==> src/rtl/pix_pkg.sv <==
// Shared pixel-datapath definitions: channel widths and clamp outcome encoding.
package pix_pkg;
  localparam int PIX_W   = 8;
  localparam int ARITH_W = 10;

  typedef enum logic [1:0] {
    SAT_NONE = 2'd0,
    SAT_OVF  = 2'd1,
    SAT_UNF  = 2'd2
  } sat_kind_e;
endpackage

==> src/rtl/saturate_core.sv <==
// Stateless clamp of a widened arithmetic result into the 0..2^OUT_W-1 range.
module saturate_core
  import pix_pkg::*;
#(
  parameter int IN_W      = ARITH_W,
  parameter int OUT_W     = PIX_W,
  parameter bit SIGNED_IN = 1'b1
) (
  input  logic [IN_W-1:0]  din,
  output logic [OUT_W-1:0] dout,
  output sat_kind_e        kind
);

  // For a non-negative signed value the sign bit is 0, so checking every bit
  // above OUT_W covers both the signed and unsigned overflow cases.
  always_comb begin
    dout = din[OUT_W-1:0];
    kind = SAT_NONE;
    if (SIGNED_IN && din[IN_W-1]) begin
      dout = '0;
      kind = SAT_UNF;
    end else if (|din[IN_W-1:OUT_W]) begin
      dout = '1;
      kind = SAT_OVF;
    end
  end

endmodule

==> src/rtl/saturate.sv <==
// Registered output clamp with per-sample clip flags and a sticky clip counter.
module saturate
  import pix_pkg::*;
#(
  parameter int IN_W      = ARITH_W,
  parameter int OUT_W     = PIX_W,
  parameter bit SIGNED_IN = 1'b1,
  parameter int CNT_W     = 16
) (
  input  logic             clk,
  input  logic             rst,
  input  logic             in_valid,
  input  logic [IN_W-1:0]  din,
  input  logic             clr_count,
  output logic             out_valid,
  output logic [OUT_W-1:0] dout,
  output logic             ovf,
  output logic             unf,
  output logic [CNT_W-1:0] sat_count
);

  if (IN_W <= OUT_W || (SIGNED_IN && IN_W < OUT_W + 2)) begin : g_bad_width
    $error("saturate: IN_W too narrow for OUT_W/SIGNED_IN");
  end

  localparam logic [CNT_W-1:0] CNT_MAX = '1;

  logic [OUT_W-1:0] clamp_val;
  sat_kind_e        clamp_kind;

  saturate_core #(
    .IN_W      (IN_W),
    .OUT_W     (OUT_W),
    .SIGNED_IN (SIGNED_IN)
  ) u_core (
    .din  (din),
    .dout (clamp_val),
    .kind (clamp_kind)
  );

  logic             vld_q, vld_d;
  logic [OUT_W-1:0] dout_q, dout_d;
  logic             ovf_q, ovf_d;
  logic             unf_q, unf_d;
  logic [CNT_W-1:0] cnt_q, cnt_d;

  always_comb begin
    vld_d  = in_valid;
    dout_d = dout_q;
    ovf_d  = 1'b0;
    unf_d  = 1'b0;
    cnt_d  = cnt_q;
    if (in_valid) begin
      dout_d = clamp_val;
      ovf_d  = (clamp_kind == SAT_OVF);
      unf_d  = (clamp_kind == SAT_UNF);
    end
    // Clear beats a coincident clip event; the count sticks at full scale.
    if (clr_count) begin
      cnt_d = '0;
    end else if (in_valid && clamp_kind != SAT_NONE && cnt_q != CNT_MAX) begin
      cnt_d = cnt_q + CNT_W'(1);
    end
  end

  always_ff @(posedge clk) begin
    if (rst) begin
      vld_q  <= 1'b0;
      dout_q <= '0;
      ovf_q  <= 1'b0;
      unf_q  <= 1'b0;
      cnt_q  <= '0;
    end else begin
      vld_q  <= vld_d;
      dout_q <= dout_d;
      ovf_q  <= ovf_d;
      unf_q  <= unf_d;
      cnt_q  <= cnt_d;
    end
  end

  assign out_valid = vld_q;
  assign dout      = dout_q;
  assign ovf       = ovf_q;
  assign unf       = unf_q;
  assign sat_count = cnt_q;

endmodule

==> config.mk <==
export PLATFORM = sky130hd
export DESIGN_NAME = saturate
export DESIGN_NICKNAME = d
export VERILOG_FILES = /design/src/rtl/pix_pkg.sv /design/src/rtl/saturate_core.sv /design/src/rtl/saturate.sv
export SDC_FILE = /design/constraint.sdc
export NUM_CORES = 1
export LEC_CHECK = 0
export BUFFER_PORTS_ARGS = -buffer_cell sky130_fd_sc_hd__buf_2
export CAP_MARGIN = 20
export CELL_PAD_IN_SITES_DETAIL_PLACEMENT = 0
export CELL_PAD_IN_SITES_GLOBAL_PLACEMENT = 1
export CORE_MARGIN = 1.5
export CORE_UTILIZATION = 38
export CTS_BUF_LIST = sky130_fd_sc_hd__clkbuf_8
export CTS_CLUSTER_SIZE = 8
export DETAILED_ROUTE_END_ITERATION = 16
export GPL_TIMING_DRIVEN = 0
export HOLD_SLACK_MARGIN = 0.03
export PLACE_DENSITY_LB_ADDON = 0.1
export SETUP_SLACK_MARGIN = 0.5
export SYNTH_ARGS = -nofsm -noshare
export SYNTH_HDL_FRONTEND = slang
export SYNTH_SLANG_ARGS = --single-unit
export TNS_END_PERCENT = 20
==> constraint.sdc <==
create_clock -name clk -period 2 [get_ports clk]
set_input_delay 0.3 -clock clk [delete_from_list [all_inputs] [get_ports clk]]
set_output_delay 0.3 -clock clk [all_outputs]
set_load 0.01 [all_outputs]
## Yosys cells after proc, flatten, opt, wreduce, memory -nomap -nowiden

Index checks and enable logic that the tools add are counted.

- Output and inout bits: 27
- Input bits: 14
- Bits in read-only memories: 0
- Bits in writable memories: 0
- Bits in latches: 0
- Logic and storage cells: 20
- Memories kept: 0
- Flip-flop bits (word level): 27

- Multipliers: 0
- Shift-type cells: 0
- Divide/modulo/power cells: 0
- Multiplexer cells: 4
- $add $sub $neg: 1
- Bitwise logic cells: 1
- Order comparisons: 0
- Reductions and logical operators: 6
- Equality and inequality tests: 3

Operators by type and width:

| cell | count |
|---|---|
| $add 16x1->16 const B | 1 |
| $mux 8 | 2 |
| $ne 16x16->1 const B | 1 |
| $reduce_or 2->1 | 3 |
| $eq 2x1->1 const B | 1 |
| $eq 2x2->1 const B | 1 |
| $logic_and 1x1->1 | 2 |
| $mux 2 | 1 |
| $reduce_bool 2->1 | 1 |
| $mux 1 | 1 |
| $not 1->1 | 1 |

## Depth between registers and ports, before layout

Gate-level depths: netlist (run 1).

- Depth after elaboration: 6
- Depth in mapped cells: 5
- Mapped depth without buffers: 5

## Hierarchy

A second synthesis (run 1) with hierarchy kept.

- Cells, all modules: 146
- Area total of the unflattened synthesis: 1337.5 um2

By module, submodules not included:

| module | instances | area an instance (um2) | seq. area each (um2) | cells an instance |
|---|---|---|---|---|
| saturate | 1 | 1232.4 | 540.5 | 135 |
| saturate_core | 1 | 105.1 | 0.0 | 11 |

## Worst setup path before layout (run 1)

No wires, ideal clock.

- Kind: register to register
- Start point: register cnt_q[0], in the netlist sat_count[0]
- End point: register cnt_q[1], in the netlist sat_count[1]
- Slack: 0.230 ns
- Data required time: 1.873 ns
- Buffers on the path: 0
- Stages on the path, launching flop included: 6
- Setup time: 0.127 ns
- Clock period less this slack: 1.770 ns
- Data arrival time: 1.643 ns
- Cell sequence: dfxtp_1 -> ha_1 -> inv_1 -> nor4_4 -> nor3_1 -> or3_1

- Longest elaborated chain between the ends: 2
- Elaborated cells between the ends (all ways): 3
- Classes of those cells: add/sub: 1; eq/ne: 1; reduce/logical: 1

Ends and longest elaborated chain:

| element | line | RTL |
|---|---|---|
| from (decl) | saturate.sv:45 | `logic [CNT_W-1:0] cnt_q, cnt_d;` |
| from (signal assigned) | saturate.sv:78 | `cnt_q <= cnt_d;` |
| parallel branches: the longest is 2 deep, another holds $add 16x1->16 | n/a |  |

Several ways; the timed one is not identified.
A chain may end at the register's enable or synchronous reset.

## Worst setup path in the final report (run 1)

- Start point: register cnt_q[12], in the netlist sat_count[12]
- End point: register cnt_q[9], in the netlist sat_count[9]

- Longest elaborated chain between the ends: 2

Ends and longest elaborated chain:

| element | line | RTL |
|---|---|---|
| $ne 16x16->1 | saturate.sv:61 | `end else if (in_valid && clamp_kind != SAT_NONE && cnt_q != CNT_MAX) begin` |
| $logic_and 1x1->1 | saturate.sv:61 |  |

No other way between the ends.

==> results by stage, run 1 <==
Run status:
- The run finished with clean final reports.

Power and ir drop:
- The leakage power is 0.793 nW.
- The relative contribution of sequential cells to total power is 0.561.
- The share of total power dissipated in combinational logic is 0.111.
- For this design the ratio of total power to cell area is 562 nW/um^2.
- The worst-case IR drop observed on VDD is 0.000225 V.
- The cell-internal power is 736 uW.
- The switching portion of total power is 0.256.
- For this design the total switching power over the nets is 253 uW.
- The clock share of power is 0.328.
- The overall power consumption is 989 uW.

STA:
- Dividing the final minimum period by the clock period gives 0.755.
- The final setup violation count is 0.
- In this run the tightest slew margin relative to its limit is 0.562.
- The total negative setup slack is 0 ps.
- The minimum clock period after layout is 1510 ps.
- The highest clock rate is 662 MHz.
- At the pin with the least slew margin, the transition time is 653 ps.
- The max-slew violation total from the final report came to 0.
- The final number of hold-violating endpoints was 0.
- Setup repair after global routing could not meet its margin everywhere.
- On the final layout, the worst clock skew is 2.76 ps.

Setup path:
- The endpoint required time on the critical path is 2210 ps.
- The critical path is of the flop to flop type.
- The endpoint kind of the worst setup timing path is a flop.
- The critical path launch point type is a flop.
- The arrival time at the worst endpoint is 1720 ps.
- The largest driver fanout on the critical path is 6.

Run:
- The reported max-cap violation count is 0.

Route:
- The violation count after the first detailed-routing iteration is 119.
- The first detailed-routing pass ran for 4 iterations.
- The total number of vias is 1,350.
- The routed design has 3.20 mm of wire.
- Dividing the detail-routed wire length by the instance count gives 12.6 um.
- The post-detailed-route DRC marker count is 0.
- The count of nets left with antenna violations once routing finished came out at 0.
- The average vias per placed instance is 5.31.

Placement:
- The final weighted congestion of routability-driven global placement is 0.756.
- The detailed placer's ending HPWL is 2.33 mm.
- The placed instances occupy a cell area of 1590 sq um.
- The count of input and output buffers is 40.

Floorplan:
- The placeable core area is 3340 sq um.
- The floorplan step defined a die boundary enclosing 3820 sq um.
- The die is 61.8 um wide.
- The number of standard-cell rows in the floorplan is 21.
- For this configuration, the core starts out at a cell density of 0.393.
- The floorplan step set the die height to 61.8 um.
- The count of pins on the block boundary is 41.

Cells and area:
- Compared with the post-synthesis result, the final layout area differs by 34.1%.
- Of the cells placed in the final design, the portion with a size suffix greater than 1 is 0.389.
- The number of antenna diodes in the final layout is 0.
- At the end of the flow the core is filled with cells to 0.528.
- After the last flow step, the layout net total stands at 224.
- The final cell area excluding filler cells is 1760 sq um.

CTS:
- Clock-pin slew was measured on the worst setup and hold paths at 100 ps.
- TritonCTS built the clock tree.
- The tree built by TritonCTS fans out to 27 sinks.
- The root buffer cell chosen for the clock tree is clkbuf_8.
- In this run, post-CTS hold repair placed 0 buffers.
- The count of H-tree levels built during CTS is 1.
- The clock passes through at most 2 buffers.
- The clock latency of the later-clocked register in the worst-skew pair is 280 ps.
- The CTS buffer count is 3.

Global routing:
- The final global-route overflow total is 0.
- Across every metal layer, demand over resource in global routing totals 0.177.
- The initial antenna violation count is 0.
- The wire length of the first global-routing pass is 5.07 mm.
- The via count of the first global-routing pass came to 1,100.
- The pin count of the biggest net entering global routing is 17.

Synth:
- The total nets after synthesis is 171.
- The post-synthesis instance area is 1310 sq um.
- The flop and latch count out of synthesis is 27.
- Yosys mapped a number of flops with a built-in enable equal to 0.
- The most used flip-flop cell after synthesis is dfxtp_1.
- The cell count after synthesis is 156.
- In the synthesized netlist the async set-or-reset flop fraction comes to 0.
- The number of warning messages in the yosys log is 0.
- The share of the Yosys chip area taken by registers is 0.412.
- Counting distinct cell types in the post-synthesis netlist gives 37.
- The average size of a mapped cell is 8.41 sq um.

Worst hold path:
- In this run the worst hold path is classified as input pin to flop.
## critical path: stages, from the launching register on
cell	delay, ps
dfxtp_4	370
nand4_1	220
nor4_4	80
buf_4	160
or4_1	490
a21oi_1	120
## registers in the layout, summed over array words and instances, names as in the netlist
name,count
sat_count,16
unf,1
dout,8
out_valid,1
ovf,1
## stage by stage
| step | setup slack [ps] | hold slack [ps] | instances |
|---|---|---|---|
| after global placement | 286 | 471 | 242 |
| final | 490 | 298 | 254 |
| after floorplan | 464 | 466 | 156 |
| after detailed placement | 241 | 482 | 242 |
| after global routing | 423 | 308 | 254 |
| after CTS | 427 | 300 | 250 |
## worst paths after layout
kind                         to          start  depth (start not counted)  slack (ps)
hold / removal    sat_count[13]      clr_count                          3         300
setup / recovery   sat_count[9]  sat_count[12]                          5         490
setup reg to reg   sat_count[9]  sat_count[12]                          5         490
hold reg to reg         dout[3]        dout[3]                          2         500
## cell usage after synthesis, types with 4 or more instances
cell type,n,area share
clkbuf_1,4,0.011
dfxtp_1,27,0.41
o21ai_0,4,0.015
and3_1,4,0.019
a21oi_1,7,0.027
nor3_1,6,0.023
nand2_1,10,0.029
a31oi_1,5,0.024
nand4_1,8,0.038
nor2_1,30,0.086
mux2i_1,9,0.069
nand3_1,4,0.015
## logic make-up after synthesis
family,synth area share
buf+inv,0.0353
simple gates,0.329
flops,0.412
mux,0.0686
compound gates,0.146
fa+ha+maj,0.00953
## power by group through the flow
stage | Combinational (mW) | Clock [mW] | Sequential, mW
finish | 0.110 | 0.324 | 0.555
detailed placement | 0.0992 | 0 | 0.572
floorplan | 0.0507 | 0 | 0.578
global route | 0.124 | 0.348 | 0.557
global placement | 0.0967 | 0 | 0.571
CTS | 0.109 | 0.331 | 0.555
## area by class of cell
| type | count | area (sq um) |
|---|---|---|
| repair buffers | 48 | 260 |
| clock buffers | 3 | 41.3 |
| clock inverters | 1 | 7.51 |
| multi-input cells | 119 | 779 |
| flip-flops and latches | 27 | 568 |
| plain buffers | 7 | 35.0 |
| well taps | 46 | 57.6 |
| fillers | 353 | 1580 |
| inverters | 3 | 11.3 |
## metal layers
| metal | GRT usage | up-vias | wire (um) |
|---|---|---|---|
| met1 | 0.254 | 632 | 1540 |
| met3 | 0.0248 | 4 | 129 |
| met5 | 0 | - | 0 |
| met2 | 0.281 | 32 | 1510 |
| met4 | 0.0456 | 0 | 24 |
| li1 | - | 682 | - |
## placed cells by master (no fill, tap or decap), types with 4 or more instances in the layout
master    synthesis  final
buf_2             1     41
mux2i_1           9      9
clkbuf_1          4      4
buf_4             2     10
and3_1            4      4
nand2_1          10     10
nor2_1           30     30
dfxtp_4           0      4
a21oi_1           7      7
dfxtp_1          27     13
nand4_1           8      8
a31oi_1           5      5
o21ai_0           4      4
dfxtp_2           0     10
nor3_1            6      5
## what timing repair did
item / CTS / global route
hold endpoints to repair: 0 / 0
buffers inserted: 4 / 4
setup endpoints to repair: 16 / 16
pin swaps: 1 / 4
gates resized for setup: 4 / 12
Note: power is estimated with default switching activity, not from simulation.
==> run 2, diff against run 1 <==
==> constraint.sdc (replaced) <==
create_clock -name clk -period 1.55 [get_ports clk]
set_input_delay 0.2325 -clock clk [delete_from_list [all_inputs] [get_ports clk]]
set_output_delay 0.2325 -clock clk [all_outputs]
set_load 0.01 [all_outputs]
==> results by stage, run 2 (synthesis results as in run 1) <==
Power and ir drop:
- The highest ir drop seen on vdd came to 0.000259 V (+15%).
- The total power per unit cell area came to 677 nW/um^2 (+21%).
- The overall power consumption is 1.25 mW (+26%).
- The leakage power is 0.817 nW (+3.0%).

CTS:
- The sink count of the clock tree is 27 (unchanged).
- The clock latency of the later-clocked register in the worst-skew pair is 270 ps (about the same).
- The count of H-tree levels built during CTS came to 1 (unchanged).
- The maximum buffer depth of the clock tree is 2 (unchanged).
- In this run the clock root is driven by a clkbuf_8.
- TritonCTS built the clock tree.
- The CTS buffer count is 3 (unchanged).
- The clock-pin slew of the registers on the worst-case setup and hold paths was 90 ps (about the same).

Placement:
- The final weighted congestion of routability-driven global placement is 0.752 (-0.50%).
- The detailed placer's ending HPWL is 2.33 mm (-0.31%).
- The count of input and output buffers is 40 (unchanged).
- The placed cell count is 242 (unchanged).

Setup path:
- The kind of cell adding the most delay to the critical path is flip-flops.
- The arrival time at the worst endpoint is 1800 ps (+80 ps).
- The endpoint kind of the worst setup timing path is a flop.
- The critical-path cell with the highest stage delay is dfxtp_4.
- The critical path launch point type is a flop.
- The largest driver fanout on the critical path was 4 (-2).
- The delay of the slowest cell on the worst path came to 370 ps (-120 ps).
- The count of buffering cells on the critical path with inverters included is 2 (+1).
- The endpoint required time on the critical path is 1760 ps (-450 ps).
- The critical path is of the flop to flop type.
- The signal on the critical path passes through ha_4, buf_6, o211ai_1, buf_4, nor3_2, a31o_2, and3_1.

Run:
- The reported max-cap violation count is 0 (unchanged).

Cells and area:
- The number of antenna cells inserted came to 0 (unchanged).
- The non-filler instance count after layout came to 260 (+2.4%).
- The fraction of final layout cells with drive strength greater than 1 is 0.421 (+0.0311).
- From synthesis to final layout, the design area changed by 40.1%.
- Leaving out fill and tap cells, the most frequent cells in the layout are buf_2, nor2_1, buf_4.
- The final layout net count is 230 (+2.7%).
- The flip-flop count of the largest register after layout came to 16 (unchanged).
- Leaving out fill and tap cells, the most frequent cell in the layout is buf_2.

Floorplan:
- The number of standard-cell rows in the floorplan is 21 (unchanged).
- The starting utilization of the core area is 0.393 (unchanged).
- The area enclosed by the die boundary is 3820 sq um (unchanged).
- The placeable core area is 3340 sq um (unchanged).
- The count of pins on the block boundary came to 41 (unchanged).
- The die span in y came to 61.8 um (unchanged).
- The die width is 61.8 um (unchanged).

Route:
- The violation count after the first detailed-routing iteration was 79 (-34%).
- The total number of vias was 1,377 (+2.0%).
- The first-pass detailed-route iteration total is 4 (unchanged).
- The remaining number of nets flagged by the antenna check after routing is 0 (unchanged).
- The total wirelength of the detailed-routed design came to 3.43 mm (+7.1%).
- The post-detailed-route DRC marker count is 0 (unchanged).
- The average vias per placed instance is 5.30 (-0.35%).
- The wire length per cell after detailed routing is 13.2 um (+4.6%).

Global routing:
- The pin count of the biggest net entering global routing came to 15 (-2).
- The via count of the first global-routing pass is 1,191 (+8.3%).
- The global-route total usage across every layer is 0.191 (+0.0133).
- The wire length of the first global-routing pass came to 5.42 mm (+6.8%).
- The initial antenna violation count is 0 (unchanged).
- The final global-route overflow total was 0 (unchanged).

STA:
- The transition time of the tightest slew-check pin is 635 ps (-17.2 ps).
- The highest clock rate is 631 MHz (-4.7%).
- The worst clock skew on the final layout was 5.37 ps (+2.60 ps).
- The worst hold slack after final layout is 224 ps (-73.7 ps).
- The share of the cycle needed by the critical path after routing is 1.02 (+0.268).
- The worst slew slack as a fraction of its limit is 0.574 (+0.0115).
- The minimum clock period after layout is 1590 ps (+75.2 ps).
- The final critical-path setup slack is -35.3 ps (-525 ps).
- The final number of hold-violating endpoints is 0 (unchanged).
- The max-slew violation total from the final report is 0 (unchanged).
- Setup repair after global routing could not meet its margin everywhere.
- The total negative setup slack is -55.5 ps (-55.5 ps).
- The final setup violation count is 2 (+2).

Run status:
- The flow ran to the end, but the final reports show violations.
- The checks that failed: setup timing.

Worst hold path:
- The worst hold path belongs to the class input pin to flop.
run 2: changes by cell type in the layout (fill, tap and decap cells not counted), moves of 2 or more:
| cell | before | now |
|---|---|---|
| a21oi_2 | 0 | 2 |
| buf_4 | 10 | 13 |
| dfxtp_1 | 13 | 11 |
| a21oi_1 | 7 | 5 |
| dfxtp_4 | 4 | 7 |
| buf_2 | 41 | 38 |
| buf_6 | 0 | 6 |
run 2: timing repair:
action / in CTS / in global routing
hold buffers: 0 / 0
setup endpoints to repair: 26 / 31
pin swaps: 7 / 4
resized for setup: 16 / 12
setup buffers: 14 / 0
run 2: worst paths after layout:
| path | from | to | slack, ps | depth (start not counted) |
|---|---|---|---|---|
| worst min-delay path | clr_count | sat_count[13] | 220 | 3 |
| worst max-delay path | sat_count[0] | sat_count[10] | -40 | 7 |
| worst min register to register | sat_count[2] | sat_count[2] | 480 | 1 |
| worst max register to register | sat_count[0] | sat_count[10] | -40 | 7 |
run 2: worst register-to-register path, delay by kind of cell (launching register included):
kind,cells,cell delay (ps)
adder cells (fa/ha/maj),1,150
AND/OR/NAND/NOR,2,360
flip-flops,1,370
buffers and inverters,2,290
AO/OA/AOI/OAI,2,370
run 2: stage by stage:
| step | cell area (sq um) | util | setup slack [ps] |
|---|---|---|---|
| finish | 1840 | 0.551 | -35.3 |
| global route | 1840 | 0.551 | -103 |
| CTS | 1790 | 0.537 | 13.8 |
| detailed placement | 1590 | 0.477 | -184 |
| global placement | 1590 | 0.477 | -153 |
| floorplan | 1330 | - | 14.0 |
run 2: where the power goes:
group	leakage, nW	internal, mW	switching, mW
combinational	0.561	0.0620	0.0796
clock	0.0269	0.177	0.216
sequential	0.230	0.701	0.00972
run 2: final cells by class:
class | count | area, sq um
Timing Repair Buffer | 54 | 335
Multi-Input combinational cell | 119 | 777
Clock buffer | 3 | 41.3
Buffer | 7 | 35.0
Clock inverter | 1 | 3.75
Tap cell | 46 | 57.6
Inverter | 3 | 11.3
Fill cell | 323 | 1500
Sequential cell | 27 | 578
run 2: routing by layer:
metal | track usage | up-vias | routed length [um]
met1 | 0.271 | 648 | 1650
met3 | 0.0248 | 2 | 131
met2 | 0.296 | 33 | 1620
met5 | 0 | - | 0
met4 | 0.0699 | 0 | 20
li1 | - | 694 | -
